## config.mk

```make
export PLATFORM = sky130hd
export DESIGN_NAME = code_rx_deframer
export DESIGN_NICKNAME = d
export VERILOG_FILES = /design/src/rtl/code_rx_deframer.sv
export SDC_FILE = /design/constraint.sdc
export NUM_CORES = 1
export LEC_CHECK = 0
export CAP_MARGIN = 40
export CORE_ASPECT_RATIO = 2
export CORE_MARGIN = 2
export CORE_UTILIZATION = 40
export CTS_CLUSTER_DIAMETER = 150
export DETAILED_ROUTE_END_ITERATION = 16
export DONT_BUFFER_PORTS = 1
export SLEW_MARGIN = 25
export SYNTH_ARGS = -nofsm -noshare
export SYNTH_HDL_FRONTEND = slang
export SYNTH_SLANG_ARGS = --single-unit
export TNS_END_PERCENT = 30
```

## constraint.sdc

```tcl
create_clock -name clk -period 3 [get_ports clk]
set_clock_uncertainty 0.05 [all_clocks]
set_input_delay 0.45 -clock clk [delete_from_list [all_inputs] [get_ports clk]]
set_output_delay 0.45 -clock clk [all_outputs]
set_load 0.02 [all_outputs]
```

## src/rtl/code_rx_deframer.sv

```systemverilog
// code_rx_deframer: recovers 8-bit MSB-first code words from an idle-low serial line.
// Bit 7 of every legal code is 1 and doubles as the start bit.
// Optional macro CODE_RX_STOP_CHECK_EN adds a ninth (stop) bit sample; a high stop bit
// is reported as a framing error.
module code_rx_deframer #(
  parameter int unsigned BIT_CYCLES = 16,
  parameter int unsigned CNT_W      = 8
) (
  input  logic       clk,
  input  logic       reset_n,
  input  logic       rx_in,
  output logic [7:0] code,
  output logic [1:0] symbol,
  output logic       code_valid,
  output logic       code_error,
  output logic       busy
);

  localparam logic [CNT_W-1:0] L_HALF_M1 = CNT_W'(BIT_CYCLES / 2 - 1);
  localparam logic [CNT_W-1:0] L_FULL_M1 = CNT_W'(BIT_CYCLES - 1);

  typedef enum logic [2:0] {
    S_IDLE,
    S_START,
    S_DATA,
`ifdef CODE_RX_STOP_CHECK_EN
    S_STOP,
`endif
    S_DONE
  } state_t;

  state_t           r_state, w_state_nxt;
  logic             r_sync1, r_rx_s, r_prev_s;
  logic [CNT_W-1:0] r_cnt, w_cnt_nxt;
  logic [2:0]       r_idx, w_idx_nxt;
  logic [7:0]       r_shift, w_shift_nxt;
  logic [7:0]       r_code, w_code_nxt;
  logic [1:0]       r_symbol, w_symbol_nxt;
  logic             r_valid, w_valid_nxt;
  logic             r_error, w_error_nxt;
  logic             r_busy, w_busy_nxt;
  logic             w_cnt_zero;
  logic             w_legal;
  logic [1:0]       w_sym;
  logic             w_ok;

`ifdef CODE_RX_STOP_CHECK_EN
  logic             r_ferr, w_ferr_nxt;
  assign w_ok = w_legal && !r_ferr;
`else
  assign w_ok = w_legal;
`endif

  assign w_cnt_zero = (r_cnt == '0);

  assign code       = r_code;
  assign symbol     = r_symbol;
  assign code_valid = r_valid;
  assign code_error = r_error;
  assign busy       = r_busy;

  // Legal code word lookup
  always_comb begin
    w_legal = 1'b1;
    w_sym   = 2'd0;
    case (r_shift)
      8'h80:   w_sym = 2'd0;
      8'hA0:   w_sym = 2'd1;
      8'hA8:   w_sym = 2'd2;
      8'hAA:   w_sym = 2'd3;
      default: w_legal = 1'b0;
    endcase
  end

  // Next-state and next-output logic
  always_comb begin
    w_state_nxt  = r_state;
    w_cnt_nxt    = r_cnt;
    w_idx_nxt    = r_idx;
    w_shift_nxt  = r_shift;
    w_code_nxt   = r_code;
    w_symbol_nxt = r_symbol;
    w_valid_nxt  = 1'b0;
    w_error_nxt  = 1'b0;
`ifdef CODE_RX_STOP_CHECK_EN
    w_ferr_nxt   = r_ferr;
`endif
    case (r_state)
      S_IDLE: begin
        if (r_rx_s && !r_prev_s) begin
          w_cnt_nxt   = L_HALF_M1;
          w_state_nxt = S_START;
`ifdef CODE_RX_STOP_CHECK_EN
          w_ferr_nxt  = 1'b0;
`endif
        end
      end
      S_START: begin
        if (!w_cnt_zero) begin
          w_cnt_nxt = r_cnt - CNT_W'(1);
        end else if (r_rx_s) begin
          w_shift_nxt = 8'h80;
          w_idx_nxt   = 3'd6;
          w_cnt_nxt   = L_FULL_M1;
          w_state_nxt = S_DATA;
        end else begin
          w_state_nxt = S_IDLE;
        end
      end
      S_DATA: begin
        if (!w_cnt_zero) begin
          w_cnt_nxt = r_cnt - CNT_W'(1);
        end else begin
          w_shift_nxt[r_idx] = r_rx_s;
          w_cnt_nxt          = L_FULL_M1;
          if (r_idx == 3'd0) begin
`ifdef CODE_RX_STOP_CHECK_EN
            w_state_nxt = S_STOP;
`else
            w_state_nxt = S_DONE;
`endif
          end else begin
            w_idx_nxt = r_idx - 3'd1;
          end
        end
      end
`ifdef CODE_RX_STOP_CHECK_EN
      S_STOP: begin
        if (!w_cnt_zero) begin
          w_cnt_nxt = r_cnt - CNT_W'(1);
        end else begin
          w_ferr_nxt  = r_rx_s;
          w_state_nxt = S_DONE;
        end
      end
`endif
      S_DONE: begin
        w_code_nxt = r_shift;
        if (w_ok) begin
          w_symbol_nxt = w_sym;
          w_valid_nxt  = 1'b1;
        end else begin
          w_error_nxt = 1'b1;
        end
        w_state_nxt = S_IDLE;
      end
      default: w_state_nxt = S_IDLE;
    endcase
    w_busy_nxt = (w_state_nxt != S_IDLE);
  end

  // State, synchronizer and registered outputs
  always_ff @(posedge clk or negedge reset_n) begin
    if (!reset_n) begin
      r_state  <= S_IDLE;
      r_sync1  <= 1'b0;
      r_rx_s   <= 1'b0;
      r_prev_s <= 1'b0;
      r_cnt    <= '0;
      r_idx    <= 3'd0;
      r_shift  <= 8'h00;
      r_code   <= 8'h00;
      r_symbol <= 2'd0;
      r_valid  <= 1'b0;
      r_error  <= 1'b0;
      r_busy   <= 1'b0;
`ifdef CODE_RX_STOP_CHECK_EN
      r_ferr   <= 1'b0;
`endif
    end else begin
      r_state  <= w_state_nxt;
      r_sync1  <= rx_in;
      r_rx_s   <= r_sync1;
      r_prev_s <= r_rx_s;
      r_cnt    <= w_cnt_nxt;
      r_idx    <= w_idx_nxt;
      r_shift  <= w_shift_nxt;
      r_code   <= w_code_nxt;
      r_symbol <= w_symbol_nxt;
      r_valid  <= w_valid_nxt;
      r_error  <= w_error_nxt;
      r_busy   <= w_busy_nxt;
`ifdef CODE_RX_STOP_CHECK_EN
      r_ferr   <= w_ferr_nxt;
`endif
    end
  end

endmodule
```

; After elaboration in Yosys (flattened, before gate mapping)
; Cells that the tools add are included.
[op_classes]
addsub = 2
n_lt_le_gt_ge = 2
n_eq_ne = 13
n_mux = 29
reduce_logical = 14
[op_table]
columns = op, count
row1 = $mux 8, 7
row2 = $eq 8x8->1 const B, 4
row3 = $mux 3, 8
row4 = $pmux 8 s3, 1
row5 = $pmux 8 s2, 1
row6 = $ne 2x2->1 const B, 5
row7 = $pmux 3 s3, 1
row8 = $bwmux 8, 1
row9 = $logic_not 8->1, 1
row10 = $sub 8x1->8 const B, 1
row11 = $eq 3x2->1 const B, 2
row12 = $logic_not 3->1, 2
row13 = $mux 1, 6
row14 = $pmux 2 s3, 1
row15 = $pmux 3 s2, 1
row16 = $reduce_bool 3->1, 2
row17 = $reduce_and 5->1, 1
row18 = $lt 3x4->1 const B, 1
row19 = $reduce_and 4->1, 1
row20 = $reduce_or 4->1, 1
row21 = $demux 1 s3, 1
row22 = $eq 3x1->1 const B, 1
row23 = $ge 3x1->1 const B, 1
row24 = $ne 3x3->1 const B, 1
row25 = 7 further kinds, 8
[word_totals]
reg_bits = 38
inputBits = 3
elab_cells = 72

; Depth between registers and ports, before layout
; Gate-level depths: netlist of the first run.
[depth]
depth_word = 7
mapped_depth = 7
depth_no_buf = 7

; Worst setup path after synthesis of the first run
; Ideal clock, no wire load.
[synth_timing]
kind = reg-to-reg
startpoint = register r_cnt[0]
endpoint = register r_idx[0]
setup_ps = 125
arrival_ps = 2053
slack_ps = 773
path_stages_with_launch = 7
n_path_buf = 0
synth_period_minus_slack_ps = 2227
path_cell_list = dfrtp_1 -> inv_1 -> ha_1 -> or4b_4 -> or4_4 -> a21o_1 -> mux2_2
[synth_between]
elab_chain_cells = 3
elab_cells_between_ends = 4
classes_between = 2 x eq/ne / 2 x reduce/logical
[synth_rtl]
columns = item, line_no
row1 = "start, declared", 34  ; logic [CNT_W-1:0] r_cnt, w_cnt_nxt;
row2 = "start signal, assigned", 175  ; r_cnt <= w_cnt_nxt;
row3 = $logic_not 8->1 (*), 54  ; assign w_cnt_zero = (r_cnt == '0);
row4 = $ne 2x2->1 (no source line), -
row5 = $reduce_and 5->1 (no source line) (*), -
row6 = "end signal, assigned", 176  ; r_idx <= w_idx_nxt;
row7 = "end, declared", 35  ; logic [2:0] r_idx, w_idx_nxt;
; Every way passes the cells marked *; elsewhere a longest branch is shown, timed or not.
; A chain may end at the register's enable or synchronous reset.

; Worst setup path after layout of the first run
; Same ends and word-level chain as after synthesis.

==> results.toml, run 1 <==
[run_status]
outcome = "finished, final reports clean"

[sta]
hold_viol = 0
finalCriticalPeriod_ns = 2.46
finalSetupViolCount = 0
rsz0062_at_grt = "false"
tightest_slew_ns = 0.646
timing.slew.headroom_pct = 56.6
post-route-period-util_pct = 81.9
max_freq_mhz = 407
tns_ns = 0
finalMaxSlewViolations = 0

[power_and_ir_drop]
sequentialPowerShare_pct = 57.4
powerDensity_nw_per_um2 = 513
netSwitchingPower_uw = 277
p_leak_uw = 0.000873
p_clk_share_pct = 32.5
internal_power_uw = 733
swShare_pct = 27.4
pwr-share-comb_pct = 10.1
ir_drop_uv = 294

[logic_synthesis]
async_reset_ff_share_pct = 100
ys_ff_latch = 38
synthCells = 176
syn_nets = 182
postSynthAreaPerCell_um2 = 10.3
ys_seq_area_share_pct = 52.3
syn-cell-area_um2 = 1820
synth_flop_cell = "dfrtp_1"
yosysWarnings = 0
ys_types = 44
synth-edff-count = 0

[drt]
drtIter0Drc = 63
totalWireLength_um = 3940
avgViaCountPerCell = 5.85
post-route-drc-count = 0
dr.pass1.iters = 4
final_antenna_net_count = 0
vias = 1358
wl_per_cell_um = 17.0

[clock_network]
tritoncts = "built"
clockBufferDepth = 2
clk_latency_ns = 0.29
cts_root_buf = "clkbuf_8"
path_clk_slew_ns = 0.07
clock-sinks = 38
cts_inserted_buffers = 5
cts_max_level = 2

[worst_setup_path]
r2r_cells = 6
crit_chain = "inv_1 -> ha_1 -> or4b_4 -> or4_4 -> a21o_1 -> mux2_2"
endpoint_kind = "register"
crit_fanout = 11
critPathLaunchType = "register"
r2r-start = "r_cnt[0]"
arrival_ns = 2.58
crit_type = "register to register"
required_ns = 3.13
crit_slowest_cell = "or4_4"
regToRegEndpoint = "r_idx[0]"
cp_slowest_stage_delay_ns = 0.63
rrSetupSlack_ns = 0.54

[cells_and_area]
multi_input_area_um2 = 781
final_cell_mix = "dfrtp_1, o21ai_0, inv_1, nor2_1, a31oi_1"
final_common_cell = "dfrtp_1"
drive_gt1_share_pct = 13.5
final_util_pct = 45.4
synthToLayoutAreaGrowth_pct = 8.26
antennaDiodeCount = 0
seq_area_um2 = 951
fill_cells = 409
fin_nets = 184

[global_route]
grt_usage_pct = 18.1
grt_max_degree = 39
grt_pass1_wl_um = 6980
antenna_found_initial = 0
grt_pass1_vias = 1501
grt_overflow = 0

[floorplan]
die_w_um = 51.7
die_h_um = 99.3
rows = 34
io_pins = 16
start_util_pct = 41.9
fp.coreArea_um2 = 4340
die-area_um2 = 5130

[place]
dp_hpwl_um = 2870
port_buffers = 0
gp_congestion = 0.945

[hold_path]
min_path_type = "primary input to register"
whs_endpoint = "r_sync1"
min-delay-start = "rx_in"
worstHoldPathCells = 0

[run]
maxCapViolCount = 0
## metal layers
metal  wire length [µm]  global-route usage, %  up-vias  share of wire [%]
met5                  0                      0        -                  0
met4                104                   10.7        0                2.6
met3                100                   3.15       10                2.5
met2               2340                   33.9       30                 59
met1               1400                   17.4      679                 35
li1                   -                      -      639                  -
## stage by stage
stage	setup slack, ns	instance area (µm²)	hold slack, ns	std cells	total power [µW]
final	0.544	1970	0.132	232	1010
after global routing	0.366	1970	0.116	232	1060
after CTS	0.562	1970	0.127	232	1020
after detailed placement	0.588	1860	0.105	223	673
after global placement	0.655	1860	0.105	223	668
after floorplan	0.773	1820	0.104	176	648
## state kept, by name, indices dropped and copies added, names as in the netlist, 2 cells and up
signal / flops
r_state: 3
r_idx: 3
r_shift: 8
code: 8
r_cnt: 8
symbol: 2
## worst max-delay path by stage
| stage | from | end | slack, ns | depth (start not counted) |
|---|---|---|---|---|
| 2_1_floorplan | r_cnt[0] | r_idx[0] | 0.77 | 6 |
| 3_3_place_gp | r_cnt[0] | r_idx[0] | 0.66 | 6 |
| 3_5_place_dp | r_cnt[0] | r_idx[0] | 0.59 | 6 |
| 4_1_cts | r_cnt[0] | r_idx[0] | 0.56 | 6 |
| 5_1_grt | r_cnt[0] | r_shift[2] | 0.37 | 6 |
| 6_report | r_cnt[0] | r_idx[0] | 0.54 | 6 |
## power groups by stage
stage                     Sequential (µW)  Combinational [µW]  Clock [µW]
after detailed placement              586                86.8           0
after global placement                584                83.7           0
after floorplan                       567                80.6           0
final                                 579                 102         329
after CTS                             577                 102         345
after global routing                  582                 118         364
## cells in the mapped netlist (all sizes together) (3+ instances only)
| cell | count | share of area [%] |
|---|---|---|
| a211o | 3 | 1.4 |
| xnor2 | 3 | 1.4 |
| ha | 3 | 2.1 |
| a21oi | 8 | 2.2 |
| nor4 | 4 | 1.7 |
| inv | 11 | 2.3 |
| nor3 | 5 | 2.0 |
| nand2 | 8 | 1.7 |
| clkbuf | 7 | 1.4 |
| dfrtp | 38 | 52 |
| nor4b | 3 | 1.4 |
| o21ai | 18 | 5.0 |
| mux2 | 8 | 5.0 |
| o31ai | 3 | 1.2 |
| nor2 | 11 | 2.3 |
| a31oi | 10 | 3.4 |
## kinds of logic (layout without fill, tap and decap cells)
| family | count (synthesis) | count (layout) | synth area share, % |
|---|---|---|---|
| xor gates and xnor gates | 3 | 3 | 1.45 |
| and+or+nand+nor | 49 | 49 | 16.2 |
| AOI/OAI and AO/OA | 53 | 53 | 18.1 |
| muxes | 8 | 8 | 4.96 |
| adders and majority gates | 3 | 3 | 2.06 |
| buffers and inverters | 21 | 23 | 4.75 |
| DFF | 38 | 38 | 52.3 |
| other | 1 | 1 | 0.206 |
## worst max-delay path, delay by kind of cell, from the launching register on
family                     cells  cell delay (ns)
adders and majority gates      1             0.21
buffers and inverters          1             0.07
DFF                            1             0.41
AOI/OAI and AO/OA              1             0.21
muxes                          1             0.26
and+or+nand+nor                2             1.13
## timing repair
action | CTS | global route
gates resized for setup | 0 | 0
hold endpoints to repair | 38 | 0
endpoints found under the setup margin | 0 | 0
hold buffers | 2 | 0
setup buffers | 0 | 0
## cell type report
cell class              instances  share of cell area, %
inverters                      12                   2.29
clock buffers                   5                   3.50
flip-flops and latches         38                   48.3
multi-input cells             117                   39.7
clock inverters                 2                  0.509
well taps                      54                   3.43
repair buffers                  4                   2.29
Note: power is estimated with default switching activity, not from simulation.
==> run 2, diff against run 1 <==
==> constraint.sdc (replaced) <==
create_clock -name clk -period 1.95 [get_ports clk]
set_clock_uncertainty 0.05 [all_clocks]
set_input_delay 0.2925 -clock clk [delete_from_list [all_inputs] [get_ports clk]]
set_output_delay 0.2925 -clock clk [all_outputs]
set_load 0.02 [all_outputs]
==> run 2 against run 1 <==
Effect of this change: sequential share of layout area decreased by 4.6 points; critical endpoint unchanged; worst setup slack worse by 0.75 ns; sequential power increased by 49%; die area unchanged; global-route usage fell by 0.89 points; routed wire length shrank 1.9%; largest cell class unchanged; maximum frequency up 14%; power up 62%; hold slack improved by 0.17 ns; the run now ends with setup timing left; utilization is 4.8 points higher; register-to-register slack got worse by 0.75 ns; combinational power up 130%.
==> results.toml, run 2 (synthesized netlist as in run 1, its figures left out) <==
[clock_network]
cts_max_level = 2
tritoncts = "built"
clk_latency_ns = 0.29
clockBufferDepth = 2
clock-sinks = 38
cts_setup_buffers = 0
cts_inserted_buffers = 5
path_clk_slew_ns = 0.07
cts_root_buf = "clkbuf_8"

[hold_path]
min_path_type = "register to register"
whs_endpoint = "r_rx_s"
worstHoldPathCells = 0
min-delay-start = "r_sync1"

[run]
maxCapViolCount = 0

[drt]
post-route-drc-count = 0
drtIter0Drc = 21
wl_per_cell_um = 15.2
dr.pass1.iters = 4
avgViaCountPerCell = 5.61
vias = 1426
final_antenna_net_count = 0
totalWireLength_um = 3870

[global_route]
grt_overflow = 0
grt_pass1_vias = 1481
grt_max_degree = 39
grt_usage_pct = 17.2
grt_pass1_wl_um = 6630
antenna_found_initial = 0

[place]
place_ws_ns = -0.175
port_buffers = 0
gp_congestion = 0.905
dp_hpwl_um = 2890

[worst_setup_path]
critPathLaunchType = "register"
crit_type = "register to register"
rrSetupSlack_ns = -0.20
arrival_ns = 2.28
regToRegEndpoint = "r_idx[0]"
crit_fanout = 3
r2r_cells = 6
endpoint_kind = "register"
required_ns = 2.07
r2r-start = "r_cnt[1]"

[floorplan]
fp.coreArea_um2 = 4340
die_w_um = 51.7
io_pins = 16
die_h_um = 99.3
rows = 34
start_util_pct = 41.9
die-area_um2 = 5130

[sta]
finalSetupViolCount = 13
timing.hold.ws_ns = 0.300
post-route-period-util_pct = 110
finalMaxSlewViolations = 0
max_freq_mhz = 464
layout_setup_ws_ns = -0.204
hold_viol = 0
finalCriticalPeriod_ns = 2.15
rsz0062_at_grt = "true"

[power_and_ir_drop]
internal_power_uw = 1220
pwr-share-comb_pct = 14.4
powerDensity_nw_per_um2 = 753
p_leak_uw = 0.000982
ir_drop_uv = 592
netSwitchingPower_uw = 420
swShare_pct = 25.6
p_clk_share_pct = 32.9
sequentialPowerShare_pct = 52.7

[run_status]
violations = "setup timing"
outcome = "complete, but fails checks"

[cells_and_area]
drive_gt1_share_pct = 25.5
final_cell_mix = "dfrtp_1, buf_4, nor2_1, inv_1, a31oi_1"
final_common_cell = "dfrtp_1"
synthToLayoutAreaGrowth_pct = 19.6
antennaDiodeCount = 0
fin_nets = 205
run 2: cell types whose count changed in the layout (fill, tap and decap cells not counted), moves of 2 or more:
cell,change
o21ai_1,+4
o21ai_0,-6
buf_6,+2
buf_4,+18
o21ai_2,+2
run 2: final cells by class:
class / instances / area (µm²)
Clock buffer: 7 / 86.3
Fill cell: 427 / 2160
Inverter: 12 / 45.0
Timing Repair Buffer: 25 / 213
Multi-Input combinational cell: 117 / 807
Sequential cell: 38 / 951
Tap cell: 54 / 67.6
Clock inverter: 1 / 5.00
run 2: power groups by stage:
stage / registers, µW / logic [µW] / clock network (µW)
after global placement: 874 / 203 / 0
final: 863 / 236 / 540
after CTS: 862 / 232 / 558
after floorplan: 872 / 125 / 0
after global routing: 870 / 269 / 581
after detailed placement: 877 / 206 / 0
run 2: repair_timing:
action,in CTS,in global routing
pin swaps,0,0
cloned,0,0
resized for setup,0,12
setup endpoints to repair,14,22
hold buffers,3,0
hold endpoints to repair,39,0
run 2: layer usage:
| layer | share of wire (%) | global-route usage, % | wire, µm |
|---|---|---|---|
| met5 | 0 | 0 | 0 |
| met4 | 2.7 | 8.50 | 106 |
| met3 | 2.7 | 3.75 | 103 |
| met2 | 59 | 32.4 | 2290 |
| met1 | 36 | 16.7 | 1380 |
run 2: worst max-delay path, stage by stage, from the launching register on:
cell,delay [ns]
dfrtp_1,0.38
inv_1,0.07
ha_2,0.17
or4b_4,0.47
or4_4,0.44
a21o_1,0.20
mux2_2,0.26
run 2: how the worst max path moves through the flow:
stage                     startpoint        to
after floorplan             r_cnt[0]  r_idx[0]
after global placement      r_cnt[1]  r_idx[1]
after detailed placement    r_cnt[1]  r_idx[0]
after CTS                   r_cnt[1]  r_idx[1]
after global routing        r_cnt[0]  r_idx[2]
final                       r_cnt[1]  r_idx[0]
run 2: per-stage QoR:
stage               util, %  TNS, ns  total power (µW)  instance area, µm²  std cells
finish                 50.1    -1.50              1640                2170        254
global route           50.1    -2.98              1720                2170        254
CTS                    49.4    -1.91              1650                2140        254
global placement       46.4    -1.34              1080                2010        243
detailed placement     46.4    -1.70              1080                2010        243
floorplan                 -   -0.916               998                1820        176
==> run 3, diff against run 2 <==
--- a/config.mk
+++ b/config.mk
@@ -12,6 +12,7 @@
 export CTS_CLUSTER_DIAMETER = 150
 export DETAILED_ROUTE_END_ITERATION = 16
 export DONT_BUFFER_PORTS = 1
+export MAX_ROUTING_LAYER = met4
 export SLEW_MARGIN = 25
 export SYNTH_ARGS = -nofsm -noshare
 export SYNTH_HDL_FRONTEND = slang
==> run 3 against run 2 <==
Effect of this change: clock-buffer cell count down 1; combinational power up 5%; via count up 1.8%; die area unchanged; the flow still finishes with violations (setup timing).
==> results.toml, run 3 (synthesized netlist as in run 1, its figures left out) <==
[sta]
layout_setup_ws_ns = -0.213
finalMaxSlewViolations = 0
finalSetupViolCount = 13
tightest_slew_ns = 0.497
rsz0062_at_grt = "true"
hold_viol = 0
post-route-period-util_pct = 111
max_freq_mhz = 462
finalCriticalPeriod_ns = 2.16
tns_ns = -1.46
timing.slew.headroom_pct = 66.8

[clock_network]
clockBufferDepth = 2
tritoncts = "built"
clock-sinks = 38
clk_latency_ns = 0.29
cts_inserted_buffers = 5
path_clk_slew_ns = 0.07
cts_root_buf = "clkbuf_8"
cts_max_level = 2

[cells_and_area]
synthToLayoutAreaGrowth_pct = 23.0
final_common_cell = "dfrtp_1"
seq_area_um2 = 951
fill_cells = 402
final_cell_mix = "dfrtp_1, buf_4, o21ai_1, nor2_1"
multi_input_area_um2 = 798
final_util_pct = 51.5
finish.instance_area_um2 = 2240
drive_gt1_share_pct = 26.1
fin_nets = 208
final_cells = 257
antennaDiodeCount = 0

[worst_setup_path]
regToRegEndpoint = "r_idx[0]"
crit_fanout = 3
crit_start = "r_cnt[1]"
rrSetupSlack_ns = -0.21
arrival_ns = 2.29
r2r_cells = 6
required_ns = 2.07
critPathLaunchType = "register"
crit_type = "register to register"
r2r-start = "r_cnt[1]"
endpoint_kind = "register"

[hold_path]
whs_endpoint = "r_rx_s"
min-delay-start = "r_sync1"
min_path_type = "register to register"
worstHoldPathCells = 0

[floorplan]
rows = 34
start_util_pct = 41.9
fp.coreArea_um2 = 4340
die-area_um2 = 5130
die_w_um = 51.7
io_pins = 16
die_h_um = 99.3

[place]
dp_cells = 243
port_buffers = 0
place_ws_ns = -0.201
gp_congestion = 0.915
placed_area_um2 = 2010
dp_hpwl_um = 3000

[power_and_ir_drop]
internal_power_uw = 1480
ir_drop_uv = 586
p_leak_uw = 0.00101
sequentialPowerShare_pct = 44.9
powerDensity_nw_per_um2 = 858
p_clk_share_pct = 42.2
swShare_pct = 22.7
netSwitchingPower_uw = 435
pwr-share-comb_pct = 12.9

[global_route]
grt_pass1_vias = 1551
antenna_found_initial = 0
grt_max_degree = 39
grt_overflow = 0
grt_usage_pct = 18.3
grt_pass1_wl_um = 6850

[run]
maxCapViolCount = 0

[run_status]
outcome = "complete, but fails checks"
violations = "setup timing"

[drt]
post-route-drc-count = 0
wl_per_cell_um = 15.8
final_antenna_net_count = 0
avgViaCountPerCell = 5.65
totalWireLength_um = 4050
vias = 1452
dr.pass1.iters = 4
drtIter0Drc = 34
-- run 3: metrics by stage --
stage | hold WS [ns] | total power (µW)
floorplan | -0.0531 | 998
global placement | -0.0522 | 1080
detailed placement | -0.0519 | 1090
CTS | 0.304 | 1930
global route | 0.307 | 2000
finish | 0.301 | 1920
-- run 3: power groups by stage --
stage / clock network [µW] / registers [µW] / logic [µW]
global placement: 0 / 874 / 203
global route: 860 / 866 / 276
CTS: 827 / 860 / 246
finish: 809 / 862 / 247
floorplan: 0 / 872 / 125
detailed placement: 0 / 876 / 214
-- run 3: how the worst max path moves through the flow --
stage / endpoint / cells past startpoint
global route: r_shift[6] / 7
CTS: r_idx[0] / 6
finish: r_idx[0] / 6
detailed placement: r_idx[1] / 7
global placement: r_idx[1] / 7
floorplan: r_idx[0] / 6
-- run 3: final cells by class --
type,count,share of cell area (%)
sequential,38,42.5
tap,54,3.02
inverter,12,2.01
clock buffer,6,3.69
clock inverter,2,2.69
multi-input combinational,117,35.7
timing repair buffer,28,10.4
-- run 3: per-layer routing --
layer  wire (µm)  global-route usage (%)  vias to the layer above
li1            -                       -                      694
met1        1380                    15.6                      718
met2        2400                    34.0                       26
met3         119                    4.20                       14
met4         144                    10.5                        0
met5           0                       -                        -
-- run 3: critical path, stage by stage (launching register included) --
cell and delay, ns:
dfrtp_1 0.38, inv_1 0.06, ha_2 0.17, or4b_4 0.48, or4_4 0.44, a21o_1 0.21, mux2_2 0.27
-- run 3: repair_timing --
action	in CTS	in global routing
pin swaps	1	1
endpoints found under the setup margin	18	17
hold endpoints to repair	39	0
resized for setup	8	4
hold buffers	3	0
buffers inserted	1	2
